## src/rtl/perf_pkg.sv

```systemverilog
// Shared definitions for the pipeline performance monitor.
// Latency: n/a (types and constants only).
// Backpressure: n/a.
package perf_pkg;

    // Monitor run state
    typedef enum logic [1:0] {
        ST_IDLE   = 2'd0,
        ST_RUN    = 2'd1,
        ST_FROZEN = 2'd2,
        ST_DONE   = 2'd3
    } state_t;

    // Event channel assignment as wired at the CPU top level
    localparam int EVT_STALL  = 0;
    localparam int EVT_FLUSH  = 1;
    localparam int EVT_RETIRE = 2;
    localparam int EVT_BRANCH = 3;

    // Default counter width and run length
    localparam int DEF_CNT_W       = 32;
    localparam int DEF_CYCLE_LIMIT = 70;

endpackage

```

## src/rtl/perf_counter.sv

```systemverilog
// One event counter with saturate-or-wrap overflow and a sticky overflow flag.
// Latency: an increment sampled at an edge is visible right after that edge.
// Backpressure: none; inc_i is a per-cycle strobe and is always accepted.
module perf_counter
    import perf_pkg::*;
#(
    parameter int CNT_W    = DEF_CNT_W,
    parameter bit SATURATE = 1'b1
) (
    input  logic             clk_i,
    input  logic             rst_i,
    input  logic             clr_i,
    input  logic             inc_i,
    output logic [CNT_W-1:0] cnt_o,
    output logic             ovf_o
);

    logic [CNT_W-1:0] r_cnt;
    logic             r_ovf;

    // Count, holding or wrapping at all-ones; overflow flag stays set until cleared
    always_ff @(posedge clk_i) begin
        if (rst_i || clr_i) begin
            r_cnt <= '0;
            r_ovf <= 1'b0;
        end else if (inc_i) begin
            if (&r_cnt) begin
                r_ovf <= 1'b1;
                r_cnt <= SATURATE ? r_cnt : '0;
            end else begin
                r_cnt <= r_cnt + CNT_W'(1);
            end
        end
    end

    assign cnt_o = r_cnt;
    assign ovf_o = r_ovf;

endmodule

```

## src/rtl/pipe_perf_monitor.sv

```systemverilog
// Performance-event monitor: run-cycle counter plus NUM_EVT event counters with limit/freeze.
// Latency: counters update the edge an event is sampled; rd_data_o follows one edge later.
// Backpressure: none; strobes are sampled every cycle, counting pauses only via freeze/state.
module pipe_perf_monitor
    import perf_pkg::*;
#(
    parameter int NUM_EVT     = 4,
    parameter int CNT_W       = DEF_CNT_W,
    parameter int CYCLE_LIMIT = DEF_CYCLE_LIMIT,
    parameter bit SATURATE    = 1'b1,
    localparam int SEL_W      = (NUM_EVT > 1) ? $clog2(NUM_EVT) : 1
) (
    input  logic               clk_i,
    input  logic               rst_i,
    input  logic               start_i,
    input  logic               clear_i,
    input  logic               freeze_i,
    input  logic [NUM_EVT-1:0] evt_i,
    input  logic [SEL_W-1:0]   sel_i,
    output logic [CNT_W-1:0]   rd_data_o,
    output logic [CNT_W-1:0]   cycle_o,
    output logic [NUM_EVT-1:0] ovf_o,
    output logic               running_o,
    output logic               done_o
);

    localparam logic [CNT_W-1:0] LIMIT = CNT_W'(CYCLE_LIMIT);

    state_t           r_state;
    logic             r_running;
    logic             r_done;
    logic [CNT_W-1:0] r_cycle;
    logic [CNT_W-1:0] r_rd_data;

    logic             w_clr;
    logic             w_inc;
    logic [CNT_W-1:0] w_cycle_nxt;
    logic [CNT_W-1:0] w_cnt [NUM_EVT];
    logic [NUM_EVT-1:0] w_ovf;

    assign w_clr       = rst_i || clear_i;
    // Counting happens only on a RUN cycle that is not leaving RUN
    assign w_inc       = (r_state == ST_RUN) && start_i && !freeze_i;
    assign w_cycle_nxt = r_cycle + CNT_W'(1);

    // Run-state machine and cycle counter; running/done are registered with the state
    always_ff @(posedge clk_i) begin
        if (w_clr) begin
            r_state   <= ST_IDLE;
            r_running <= 1'b0;
            r_done    <= 1'b0;
            r_cycle   <= '0;
        end else begin
            case (r_state)
                ST_IDLE: begin
                    if (start_i) begin
                        r_state   <= freeze_i ? ST_FROZEN : ST_RUN;
                        r_running <= !freeze_i;
                    end
                end
                ST_RUN: begin
                    if (!start_i) begin
                        r_state   <= ST_IDLE;
                        r_running <= 1'b0;
                    end else if (freeze_i) begin
                        r_state   <= ST_FROZEN;
                        r_running <= 1'b0;
                    end else begin
                        r_cycle <= w_cycle_nxt;
                        // The final cycle's events are still counted by the channels
                        if (CYCLE_LIMIT != 0 && w_cycle_nxt == LIMIT) begin
                            r_state   <= ST_DONE;
                            r_running <= 1'b0;
                            r_done    <= 1'b1;
                        end
                    end
                end
                ST_FROZEN: begin
                    if (!freeze_i) begin
                        r_state   <= start_i ? ST_RUN : ST_IDLE;
                        r_running <= start_i;
                    end
                end
                default: begin
                    // DONE is left only through reset or clear
                end
            endcase
        end
    end

    // Event counter channels
    for (genvar k = 0; k < NUM_EVT; k++) begin : g_cnt
        perf_counter #(
            .CNT_W    (CNT_W),
            .SATURATE (SATURATE)
        ) u_cnt (
            .clk_i (clk_i),
            .rst_i (rst_i),
            .clr_i (clear_i),
            .inc_i (w_inc && evt_i[k]),
            .cnt_o (w_cnt[k]),
            .ovf_o (w_ovf[k])
        );
    end

    // Registered read port; out-of-range selects read as zero
    always_ff @(posedge clk_i) begin
        if (w_clr) begin
            r_rd_data <= '0;
        end else if (int'(sel_i) < NUM_EVT) begin
            r_rd_data <= w_cnt[sel_i];
        end else begin
            r_rd_data <= '0;
        end
    end

    assign rd_data_o = r_rd_data;
    assign cycle_o   = r_cycle;
    assign ovf_o     = w_ovf;
    assign running_o = r_running;
    assign done_o    = r_done;

endmodule

```

## config.mk

```make
export PLATFORM = sky130hd
export DESIGN_NAME = pipe_perf_monitor
export DESIGN_NICKNAME = d
export VERILOG_FILES = /design/src/rtl/perf_pkg.sv /design/src/rtl/perf_counter.sv /design/src/rtl/pipe_perf_monitor.sv
export SDC_FILE = /design/constraint.sdc
export NUM_CORES = 1
export LEC_CHECK = 0
export ABC_AREA = 1
export BUFFER_PORTS_ARGS = -buffer_cell sky130_fd_sc_hd__buf_4
export CELL_PAD_IN_SITES_DETAIL_PLACEMENT = 1
export CELL_PAD_IN_SITES_GLOBAL_PLACEMENT = 2
export CORE_MARGIN = 2
export CORE_UTILIZATION = 36
export CTS_CLUSTER_DIAMETER = 150
export DETAILED_ROUTE_END_ITERATION = 7
export GPL_TIMING_DRIVEN = 0
export PLACE_DENSITY = 0.83
export SLEW_MARGIN = 10
export SYNTH_ARGS = -nofsm -noshare
export SYNTH_HDL_FRONTEND = slang
export SYNTH_HIERARCHICAL = 1
export SYNTH_SLANG_ARGS = --single-unit
```

## constraint.sdc

```tcl
create_clock -name clk_i -period 3.4 [get_ports clk_i]
set_clock_uncertainty 0.15 [all_clocks]
set_input_delay 0.17 -clock clk_i [delete_from_list [all_inputs] [get_ports clk_i]]
set_output_delay 0.17 -clock clk_i [all_outputs]
set_load 0.02 [all_outputs]
```

# [Word level (Yosys, flattened, before mapping)]
# Cells that the tools add are included.
[op_classes] n_bitwise=6 n_reduce_logical=25 n_addsub=5 eq_ne=6 n_lt_le_gt_ge=1 muxes=17
[ops] op="32-bit by 1-bit adder with 32-bit output, second input constant" n=5
[ops] op="33-bit AND reduction" n=4
[ops] op="32-bit AND reduction" n=4
[ops] op="32-bit binary-select mux with 2-bit select" n=1
[ops] op="32-bit 2-to-1 mux" n=2
[ops] op="32-bit by 7-bit == test with 1-bit output, second input constant" n=1
[ops] op="2-bit 2-to-1 mux" n=6
[ops] op="2-bit AND reduction" n=4
[ops] op="4-bit AND reduction" n=2
[ops] op="1-bit logical AND" n=6
[ops] op="1-bit 2-to-1 mux" n=6
[ops] op="2-bit case mux with 3 select lines" n=1
[ops] op="1-bit inverter" n=5
[ops] op="2-bit != test, second input constant" n=2
[ops] op="4-bit by 3-bit != test with 1-bit output, second input constant" n=1
[ops] op="3-bit >= comparator, second input constant" n=1
[ops] op="2-bit inverter with 3-bit output" n=1
[ops] op="1-bit case mux with 3 select lines" n=1
[ops] op="3-bit AND reduction" n=1
[ops] op="3-bit nonzero test" n=1
[ops] op="2-bit by 1-bit == test with 1-bit output, second input constant" n=1
[ops] op="2-bit == test, second input constant" n=1
[ops] op="2-bit logical NOT" n=1
[ops] op="1-bit logical NOT" n=1
[ops] op="1-bit logical OR" n=1
[word_totals] input_bits=11 register_bits=200 word_cells=73

# [Longest topological paths before layout]
# Gate-level depths: netlist of the first run.
[logic_depth] depth_word=6 mapped_depth=17 ltp_nobuf=17

# [Cells and area by module]
# The synthesis of the first run kept the hierarchy.
[by_module_without_submodules] mod="perf_counter" cells_per_inst=335 instances=4 seq_area_each_um2=660.6 area_each_um2=2085.8
[by_module_without_submodules] mod="pipe_perf_monitor" cells_per_inst=733 instances=1 seq_area_each_um2=1361.3 area_each_um2=4310.4

# [Least setup slack after synthesis of the first run]
# Ideal clock, no wire load.
[synth_path] path_kind="register -> register" from="reg r_cycle[0] (netlist: cycle_o[0])" to="reg r_state[0]" path_buffers=0 synth_period_minus_slack_ns=2.271 stages_incl_launch_ff=17 arrival_time_ns=2.008 path_slack_ns=1.129 path_cell_list="dfxtp_1 ha_1 nand2_1 nor2_2 nand2_2 nor2_4 nand2_1 nand2_1 nand2_1 nor2_1 nand2_1 nor2_2 nand3_2 nand2_2 nand2_2 nor2_1 nor2_1"
[synth_via] elab_chain_cells=4
[synth_rtl] item="start: declaration" line="pipe_perf_monitor.sv:32" source="logic [CNT_W-1:0] r_cycle;"
[synth_rtl] item="start signal: assignment" line="pipe_perf_monitor.sv:69" source="r_cycle <= w_cycle_nxt;"
[synth_rtl] item="32-bit by 1-bit adder with 32-bit output" line="pipe_perf_monitor.sv:44" source="assign w_cycle_nxt = r_cycle + CNT_W'(1);"
[synth_rtl] item="32-bit by 7-bit == test with 1-bit output" line="pipe_perf_monitor.sv:71" source="if (CYCLE_LIMIT != 0 && w_cycle_nxt == LIMIT) begin"
[synth_rtl] item="4-bit by 3-bit != test with 1-bit output (no line)"
[synth_rtl] item="4-bit AND reduction (no line)"
[synth_rtl] item="end signal: assignment" line="pipe_perf_monitor.sv:57" source="r_state <= freeze_i ? ST_FROZEN : ST_RUN;"
[synth_rtl] item="end signal: assignment" line="pipe_perf_monitor.sv:80" source="r_state <= start_i ? ST_RUN : ST_IDLE;"
[synth_rtl] item="end: declaration" line="pipe_perf_monitor.sv:29" source="state_t r_state;"
# Every way passes these cells.
# A chain may end at the register's enable or synchronous reset.

# [Worst setup path after layout of the first run]
[layout_path] from="reg r_state[1]" to="reg g_cnt[3].u_cnt.r_cnt[26]"
[layout_via] elab_chain_cells=5
[layout_rtl] item="2-bit by 1-bit == test with 1-bit output" line="pipe_perf_monitor.sv:43" source="assign w_inc = (r_state == ST_RUN) && start_i && !freeze_i;"
[layout_rtl] item="1-bit logical AND (2 in a row)" line="pipe_perf_monitor.sv:43"
[layout_rtl] item="1-bit logical AND" line="pipe_perf_monitor.sv:100" source=".inc_i (w_inc && evt_i[k]),"
[layout_rtl] item="2-bit AND reduction (no line)"
[layout_rtl] item="end signal: assignment" line="perf_counter.sv:29" source="r_cnt <= SATURATE ? r_cnt : '0;"
[layout_rtl] item="end signal: assignment" line="perf_counter.sv:31" source="r_cnt <= r_cnt + CNT_W'(1);"
[layout_rtl] item="end: declaration" line="perf_counter.sv:18" source="logic [CNT_W-1:0] r_cnt;"
# Every way passes these cells.

==> results of run 1 <==
-- layout make-up --
| class | instances | area [sq um] | share of cell area, % |
|---|---|---|---|
| multi-input cells | 1592 | 7463 | 51.64 |
| plain buffers | 69 | 390.4 | 2.701 |
| repair buffers | 84 | 643.1 | 4.450 |
| clock inverters | 8 | 123.9 | 0.8571 |
| well taps | 455 | 569.3 | 3.939 |
| flip-flops and latches | 200 | 4004 | 27.70 |
| clock buffers | 20 | 466.7 | 3.229 |
| inverters | 211 | 792.0 | 5.480 |
-- repair_timing --
action | 4_1_cts | 5_1_grt
resized for setup | 0 | 0
hold buffers | 5 | 0
endpoints found under the hold margin | 4 | 0
setup endpoints to repair | 0 | 11
-- per-layer routing --
metal / GRT usage [%] / routed length, microns
met5: 0 / 0
met4: 7.130 / 892
met3: 3.470 / 1842
met2: 43.53 / 21820
met1: 37.24 / 23550
-- critical path: cells and delay by family (launching register included) --
kind / cells / cell delay, ps
AND/OR/NAND/NOR: 10 / 1600
adder cells (fa/ha/maj): 1 / 170
flip-flops: 1 / 330
buffers and inverters: 3 / 820
-- placed cells by master (no fill, tap or decap), types with 41 or more instances in the layout --
master,count
a21oi_1,143
buf_4,83
dfxtp_1,200
inv_1,210
nand2_1,498
nand3_1,119
nand3_2,41
nor2_1,495
nor2_2,41
o21ai_0,101
-- sequential cells by signal, indices dropped and copies added, names as in the netlist --
| register | cells |
|---|---|
| g_cnt.u_cnt/cnt_o | 128 |
| cycle_o | 32 |
| rd_data_o | 32 |
| g_cnt.u_cnt/ovf_o | 4 |
| r_state | 2 |
| done_o | 1 |
| running_o | 1 |
-- power groups by stage --
stage / registers (W) / logic, W / clock network [W]
after detailed placement: 0.00243 / 0.000351 / 0
after CTS: 0.00238 / 0.000359 / 0.00222
after global routing: 0.00238 / 0.000396 / 0.00231
final: 0.00238 / 0.000356 / 0.00217
after global placement: 0.00243 / 0.000345 / 0
after floorplan: 0.00245 / 0.000193 / 0
-- metrics by stage --
step	area (sq um)	util [%]	hold WS (ps)	instances	total power (W)
after floorplan	12650	-	199.2	2073	0.002640
after global placement	13820	40.00	288.1	2607	0.002774
after detailed placement	13820	40.00	300.7	2607	0.002781
after CTS	14460	41.85	108.9	2640	0.004959
final	14450	41.84	127.7	2639	0.004901
after global routing	14450	41.84	140.8	2639	0.005082
-- logic make-up (layout without fill, tap and decap cells) --
family,Yosys count,count (layout),synth area share (%)
AND/OR/NAND/NOR,1314,1314,46.89
buffers and inverters,281,392,9.374
AO/OA/AOI/OAI,262,262,10.69
flip-flops,200,200,31.64
adder cells (fa/ha/maj),10,10,0.9888
XOR/XNOR,6,6,0.4153
-- cell usage after synthesis, types with 5 or more instances --
cell type  instances
a31oi_1            8
o211ai_1           5
nor2_1           495
buf_2             21
nor3_1            13
nand3_2           41
xor2_1             6
buf_6             12
dfxtp_1          200
nor2_4            16
nand2_4            6
clkbuf_1          29
nand2_2           31
nand4_1           39
o21ai_0          101
nor2_2            41
ha_1              10
nand2_1          498
inv_1            210
nand3_1          119
a21oi_1          143
-- final timing paths --
kind                                                        start                               endpoint  slack (ps)  cells after the start
worst min register to register  g_cnt[0].u_cnt/ovf_o$_SDFFE_PP0P_      g_cnt[0].u_cnt/ovf_o$_SDFFE_PP0P_         310                      2
worst min-delay path                                      clear_i  g_cnt[3].u_cnt/cnt_o[16]$_SDFFE_PP0P_         130                      5
worst max register to register            r_state[1]$_SDFFE_PP0P_  g_cnt[3].u_cnt/cnt_o[26]$_SDFFE_PP0P_         240                     14
worst max-delay path                      r_state[1]$_SDFFE_PP0P_  g_cnt[3].u_cnt/cnt_o[26]$_SDFFE_PP0P_         240                     14
==> run_results.csv, run 1 <==
group,metric,value,unit
synthesis,synth-async-reset-ratio,0,%
grt,antenna_found_initial,0,
clock_tree,post-cts-setup-buffers,0,
synthesis,syn-cell-area,12650,sq um
synthesis,netlist_instances,2073,
drt,via_per_inst,5.138,
clock_tree,cts_buffers,17,
placed_design,gp_congestion,0.8936,
synthesis,synth_ff_type,"dfxtp_1",
sta,worst_slew_pin_slew,839.6,ps
sta,finalWorstSetupSlack,239.9,ps
placed_design,pre_cts_ws,45.14,ps
floorplan,die_h,191.5,microns
drt,ant_nets,0,
synthesis,yosysTopAreaCell,"dfxtp_1",
drt,wl,48110,microns
sta,finalMaxSlewViolations,0,
grt,grt_pass1_vias,13750,
power_and_ir_drop,peakVddDrop,0.0003788,V
power_and_ir_drop,p_leak,5.716,nW
drt,routedWlPerCell,18.23,microns
clock_tree,tritoncts,"done",
finish,layout-drive-gt1-share,13.60,%
clock_tree,cts_buffer_depth,2,
worst_setup_path,critPathMaxStageDelay,410,ps
worst_setup_path,crit_chain,"inv_1 -> ha_1 -> nand2_1 -> nor2_1 -> inv_1 -> nor2_1 -> buf_2 -> nand2_1 -> nor2_1 -> nand2_1 -> nor2_1 -> nand3_2 -> nand2_1 -> nor2_1",
worst_setup_path,crit_top_cell,"nor2_1",
power_and_ir_drop,p_seq_share,48.5,%
sta,setup_tns,0,ps
synthesis,ys_types,31,
drt,drtIter0Drc,780,
finish,nets,2196,
job,cap_violations,0,
worst_setup_path,end_kind,"flop",
floorplan,die_w,191.5,microns
clock_tree,cts_root_buf,"clkbuf_16",
sta,period_minus_slack,3160,ps
grt,grt_pass1_wl,75540,microns
worst_hold_path,hp-class,"input port to flop",
clock_tree,cts.sinks,200,
sta,hold_violations,0,
drt,vias,13560,
outcome,run_status,"completed",
drt,route.detailed.drc,0,
sta,relSlewSlack,44.03,%
grt,grt_max_degree,17,
sta,max_freq,316.4,MHz
power_and_ir_drop,p_switching,0.001229,W
worst_setup_path,worstSetupStartpointType,"flop",
power_and_ir_drop,powerDensity,339.1,nW/um^2
power_and_ir_drop,p_int,0.003672,W
finish,areaGrowthSynthToFinish,14.22,%
grt,grt_remaining_overflow,0,
clock_tree,cts.clk_slew.worst_paths,80,ps
synthesis,synth.area.top_cells,"dfxtp_1 (32%), nand2_1 (15%), nor2_1 (15%)",
synthesis,synth-seq-cells,200,
finish,diodes,0,
sta,rsz0062_at_grt,"no",
placed_design,dp_hpwl,38320,microns
grt,globalRouteTotalUtil,26.80,%
sta,fin_crit_sh,92.94,%
floorplan,io_pins,81,
synthesis,yosys_warnings,6,
worst_setup_path,crit_arrival,3370,ps
worst_setup_path,path_class,"flop to flop",
sta,setup_viol,0,
floorplan,start_util,36.63,%
drt,dr.pass1.iters,5,
synthesis,syn-num-nets,2094,
power_and_ir_drop,netSwitchingFraction,25.08,%
worst_setup_path,cp.required,3610,ps
placed_design,portBuffers,79,
clock_tree,htreeDepth,4,
synthesis,synth_area_per_cell,6.104,sq um
synthesis,yosysTopAreaCellShare,31.64,%
power_and_ir_drop,p_comb_share,7.3,%
finish,fill_cells,4758,
synthesis,synth_edf_count,0,
power_and_ir_drop,power_frac_clock,44.3,%
clock_tree,worstSkewPairLatency,460,ps
floorplan,fp-row-count,68,
floorplan,coreArea,34540,sq um
synthesis,seq_area_frac_synth,31.64,%
floorplan,die-area,36660,sq um
worst_setup_path,crit_path_max_fanout,14,
worst_setup_path,cp_slowest_cell,"inv_1",
Power figures use the tool's default switching activity.
==> run 2, diff against run 1 <==
Settings changed: ABC_AREA 1 to not set, CORE_UTILIZATION 36 to 37, GPL_TIMING_DRIVEN 0 to not set, PLACE_DENSITY 0.83 to 0.75.
==> run_results.csv, run 2 <==
group,metric,value,unit
drt,dr.pass1.iters,5,
sta,finalMaxSlewViolations,0,
clock_tree,cts_buffers,17,
worst_hold_path,holdCritStartpoint,"rst_i",
grt,antenna_found_initial,0,
sta,holdWs,15.31,ps
floorplan,coreArea,29720,sq um
power_and_ir_drop,power,0.004597,W
synthesis,yosys-top-cells-count,"dfxtp_1 (200), nor2_1 (97), a21oi_1 (84), nand2_1 (82), nand4_1 (67)",
power_and_ir_drop,peakVddDrop,0.0003324,V
sta,setup_tns,0,ps
synthesis,syn-cell-area,11210,sq um
sta,hold_violations,0,
synthesis,synth_top_family_by_area,"simple AND/OR/NAND/NOR gates",
sta,relSlewSlack,48.18,%
floorplan,start_util,37.74,%
finish,layout_common_cells,"dfxtp_1 (200), buf_4 (105), nor2_1 (95), a21oi_1 (84), nand2_1 (82)",
floorplan,die_w,178.1,microns
finish,finalNonFillerCells,1695,
clock_tree,post_cts_resized,0,
floorplan,io_pins,81,
sta,period_minus_slack,3143,ps
sta,setup_viol,0,
outcome,run_status,"completed",
worst_setup_path,path_class,"flop to flop",
synthesis,yosys.area_share.simple,32.12,%
synthesis,yosys.area_share.adder,1.116,%
synthesis,synth_area_per_cell,9.051,sq um
floorplan,die-area,31720,sq um
synthesis,synth.area.mux_share,6.873,%
synthesis,syn-num-nets,1260,
drt,vias,10300,
sta,max_freq,318.2,MHz
sta,finalWorstSetupSlack,257.3,ps
clock_tree,worstSkewPairLatency,450,ps
drt,drtIter0Drc,742,
sta,rsz0062_at_grt,"no",
clock_tree,cts.clk_slew.worst_paths,80,ps
drt,ant_nets,0,
finish,final_common_cell,"dfxtp_1",
grt,globalRouteTotalUtil,24.50,%
job,cap_violations,0,
power_and_ir_drop,p_leak,4.287,nW
synthesis,synth_edf_count,0,
finish,largest_reg_flops,128,
synthesis,synthXorXnorAreaFrac,4.139,%
synthesis,netlist_instances,1239,
clock_tree,cts_buffer_depth,2,
placed_design,gp_congestion,0.8326,
grt,grt_remaining_overflow,0,
placed_design,pre_cts_ws,222.0,ps
drt,route.detailed.drc,0,
synthesis,ys_types,70,
synthesis,synth_compound_area_share,15.42,%
worst_setup_path,cp_slowest_cell,"or3_2",
clock_tree,tritoncts,"done",
worst_setup_path,startpoint,"cycle_o[10]$_SDFFE_PP0P_",
floorplan,fp-row-count,63,
worst_setup_path,r2r-start,"cycle_o[10]$_SDFFE_PP0P_",
synthesis,synth-async-reset-ratio,0,%
finish,fill_cells,3443,
power_and_ir_drop,powerDensity,363.8,nW/um^2
worst_hold_path,hp-class,"input port to flop",
finish,nets,1312,
worst_setup_path,end_kind,"flop",
synthesis,yosysMostFrequentCell,"dfxtp_1",
worst_setup_path,cp.required,3610,ps
worst_setup_path,worstSetupStartpointType,"flop",
sta,worst_slew_pin_slew,777.2,ps
finish,layout-drive-gt1-share,19.25,%
drt,via_per_inst,6.074,
sta,fin_crit_sh,92.43,%
placed_design,dp_cells,1659,
synthesis,yosys_warnings,6,
worst_setup_path,crit_arrival,3350,ps
synthesis,synth.area.top_cells,"dfxtp_1 (36%), mux4_2 (6.4%), a21oi_1 (3.7%)",
synthesis,synth-seq-cells,200,
grt,grt_pass1_vias,9991,
drt,routedWlPerCell,22.42,microns
finish,areaGrowthSynthToFinish,12.67,%
clock_tree,cts_root_buf,"clkbuf_16",
synthesis,yosysTopAreaCellShare,35.70,%
synthesis,seq_area_frac_synth,35.70,%
clock_tree,cts.sinks,200,
worst_setup_path,crit_chain,"nand4_4 -> or3_2 -> or3_1 -> xor2_1 -> nand4_2 -> o31ai_2 -> nand2_2 -> a221oi_1",
synthesis,yosysTopAreaCell,"dfxtp_1",
placed_design,portBuffers,80,
worst_setup_path,critPathMaxStageDelay,570,ps
floorplan,die_h,178.1,microns
placed_design,dp_hpwl,28180,microns
worst_setup_path,crit_path_max_fanout,13,
grt,grt_pass1_wl,59330,microns
grt,grt_max_degree,35,
clock_tree,htreeDepth,4,
drt,wl,38000,microns
synthesis,synth_ff_type,"dfxtp_1",
==> run 2: worst paths after layout <==
check	end	slack (ps)	cells past startpoint
min reg2reg	g_cnt[3].u_cnt/ovf_o$_SDFFE_PP0P_	330	2
min	r_state[1]$_SDFFE_PP0P_	20	4
max reg2reg	r_state[0]$_SDFFE_PP0P_	260	8
max	r_state[0]$_SDFFE_PP0P_	260	8
==> run 2: metal layers <==
metal / share of wire [%] / track usage, % / vias to the layer above
li1: - / - / 4848
met1: 47 / 33.54 / 5184
met2: 48 / 40.21 / 210
met3: 2.9 / 2.856 / 54
met4: 2.4 / 7.958 / 0
met5: 0 / 0 / -
==> run 2: area by class of cell <==
type	instances	area [sq um]	share of cell area (%)
antenna	1	2.502	0.01980
clock buffer	19	452.9	3.585
clock inverter	13	133.9	1.060
inverter	16	60.06	0.4753
multi-input combinational	950	6696	53.00
sequential	200	4004	31.69
tap	390	488.0	3.862
timing repair buffer	106	798.3	6.317
==> run 2: where the power goes <==
| group | total, W | internal, W | leakage (nW) | switching, W |
|---|---|---|---|---|
| clock network | 0.00210 | 0.00107 | 0.285 | 0.00103 |
| logic | 0.000148 | 0.0000440 | 2.39 | 0.000104 |
| registers | 0.00235 | 0.00234 | 1.61 | 0.00000340 |
| total | 0.00460 | 0.00346 | 4.29 | 0.00114 |
==> run 2: critical path, delay by kind of cell (launching register included) <==
family	cells	cell delay, ps
simple gates	5	1520
compound gates	2	650
flops	1	530
xor+xnor	1	190
==> run 2: kinds of logic after synthesis <==
group                    after synthesis
flip-flops                           200
multiplexers                          37
XOR/XNOR                              53
AO/OA/AOI/OAI                        254
buffers and inverters                 89
adder cells (fa/ha/maj)               10
AND/OR/NAND/NOR                      596
==> run 2: timing repair <==
item	4_1_cts	5_1_grt
endpoints found under the setup margin	0	2
hold endpoints to repair	1	0
setup buffers	0	2
hold buffers	1	0
==> run 2: per-stage QoR <==
step	instance area, sq um	util [%]
finish	12640	42.52
global route	12630	42.51
CTS	12620	42.46
detailed placement	12020	40.45
global placement	12020	40.45
floorplan	11210	-
==> run 3, diff against run 2 <==
Settings changed: RECOVER_POWER set to 100.
==> run_results.csv, run 3 (synthesis results as in run 2) <==
group,metric,value,unit
worst_setup_path,cp.required,3560,ps
finish,layout_common_cells,"dfxtp_1 (200), nor2_1 (95), a21oi_1 (87), nand2_1 (82), clkbuf_1 (74)",
power_and_ir_drop,p_seq_share,51.1,%
power_and_ir_drop,powerDensity,377.3,nW/um^2
placed_design,dp_cells,1659,
worst_setup_path,path_class,"flop to flop",
sta,setup_viol,0,
floorplan,fp-row-count,63,
sta,finalMaxSlewViolations,0,
drt,ant_nets,0,
grt,grt_remaining_overflow,0,
floorplan,die_w,178.1,microns
floorplan,coreArea,29720,sq um
drt,dr.pass1.iters,5,
floorplan,die-area,31720,sq um
worst_setup_path,crit_arrival,3380,ps
job,cap_violations,0,
finish,nets,1312,
power_and_ir_drop,p_switching,0.001134,W
placed_design,gp_congestion,0.8326,
grt,grt_pass1_vias,9991,
power_and_ir_drop,netSwitchingFraction,24.69,%
placed_design,portBuffers,80,
drt,drtIter0Drc,702,
worst_setup_path,end_kind,"flop",
floorplan,io_pins,81,
drt,route.detailed.drc,0,
power_and_ir_drop,peakVddDrop,0.0003346,V
floorplan,die_h,178.1,microns
outcome,run_status,"completed",
sta,worst_slew_pin_slew,1244,ps
finish,final_area,12180,sq um
power_and_ir_drop,p_leak,3.822,nW
finish,diodes,0,
clock_tree,cts_buffers,17,
clock_tree,post_cts_resized,0,
clock_tree,tritoncts,"done",
sta,max_freq,310.7,MHz
finish,layout-drive-gt1-share,12.12,%
power_and_ir_drop,power_frac_clock,45.8,%
sta,setup_tns,0,ps
clock_tree,cts_buffer_depth,2,
worst_hold_path,hp-class,"input port to flop",
sta,period_minus_slack,3219,ps
drt,vias,10340,
clock_tree,cts.sinks,200,
finish,largest_reg_flops,128,
sta,fin_crit_sh,94.67,%
clock_tree,cts_root_buf,"clkbuf_16",
clock_tree,cts.clk_slew.worst_paths,80,ps
finish,finalNonFillerCells,1694,
sta,hold_violations,0,
grt,globalRouteTotalUtil,24.50,%
worst_setup_path,crit_path_max_fanout,17,
grt,antenna_found_initial,0,
finish,final_common_cell,"dfxtp_1",
sta,holdWs,14.09,ps
clock_tree,htreeDepth,4,
drt,wl,38020,microns
placed_design,dp_hpwl,28180,microns
drt,via_per_inst,6.102,
power_and_ir_drop,p_comb_share,3.2,%
sta,relSlewSlack,17.04,%
grt,grt_pass1_wl,59330,microns
power_and_ir_drop,p_int,0.003460,W
floorplan,start_util,37.74,%
clock_tree,worstSkewPairLatency,450,ps
drt,routedWlPerCell,22.45,microns
finish,areaGrowthSynthToFinish,8.568,%
sta,rsz0062_at_grt,"no",
worst_setup_path,worstSetupStartpointType,"flop",
placed_design,postPlaceCellArea,12020,sq um
grt,grt_max_degree,35,
run 3: changes by cell type in the layout (fill, tap and decap cells not counted), sizes merged:
cell and delta:
clkbuf +78, diode -1, buf -78
run 3: routing by layer:
metal	share of wire, %	up-vias	track usage [%]	routed length (microns)
met3	3.1	39	2.856	1194
li1	-	4844	-	-
met1	47	5228	33.54	17830
met5	0	-	0	0
met2	48	226	40.21	18170
met4	2.2	0	7.958	830
run 3: final timing paths:
path,end,start,slack (ps),cells past startpoint
min reg2reg,g_cnt[3].u_cnt/ovf_o$_SDFFE_PP0P_,g_cnt[3].u_cnt/ovf_o$_SDFFE_PP0P_,320,2
max,g_cnt[2].u_cnt/cnt_o[5]$_SDFFE_PP0P_,g_cnt[2].u_cnt/cnt_o[24]$_SDFFE_PP0P_,180,6
min,r_state[1]$_SDFFE_PP0P_,rst_i,10,4
max reg2reg,g_cnt[2].u_cnt/cnt_o[5]$_SDFFE_PP0P_,g_cnt[2].u_cnt/cnt_o[24]$_SDFFE_PP0P_,180,6
run 3: timing repair:
action                                  4_1_cts  5_1_grt
endpoints found under the setup margin        0        2
hold endpoints to repair                      1        0
setup buffers                                 0        2
hold buffers                                  1        0
run 3: area by class of cell:
type | instances | area [sq um]
fillers | 3484 | 17540
multi-input cells | 950 | 6526
flip-flops and latches | 200 | 4004
repair buffers | 106 | 510.5
well taps | 390 | 488.0
clock buffers | 19 | 452.9
clock inverters | 13 | 133.9
inverters | 16 | 60.06
run 3: critical path, stage by stage (launching register included):
cell	delay, ps
dfxtp_1	540
and4_1	360
nand4_1	290
nor4_2	1020
clkbuf_2	470
or3_1	180
a21oi_2	50
run 3: metrics by stage:
stage	util [%]	total power (W)	setup WS, ps
after floorplan	-	0.002497	448.9
after CTS	42.46	0.004651	198.1
final	40.97	0.004593	181.2
after global placement	40.45	0.002549	376.2
after global routing	40.97	0.004747	13.43
after detailed placement	40.45	0.002551	222.0
run 3: power groups by stage:
| stage | clock [W] | sequential (W) | combinational [W] |
|---|---|---|---|
| 2_1_floorplan | 0 | 0.00240 | 0.0000951 |
| 3_3_place_gp | 0 | 0.00240 | 0.000147 |
| 3_5_place_dp | 0 | 0.00240 | 0.000149 |
| 4_1_cts | 0.00215 | 0.00235 | 0.000150 |
| 5_1_grt | 0.00224 | 0.00235 | 0.000159 |
| 6_report | 0.00210 | 0.00235 | 0.000145 |
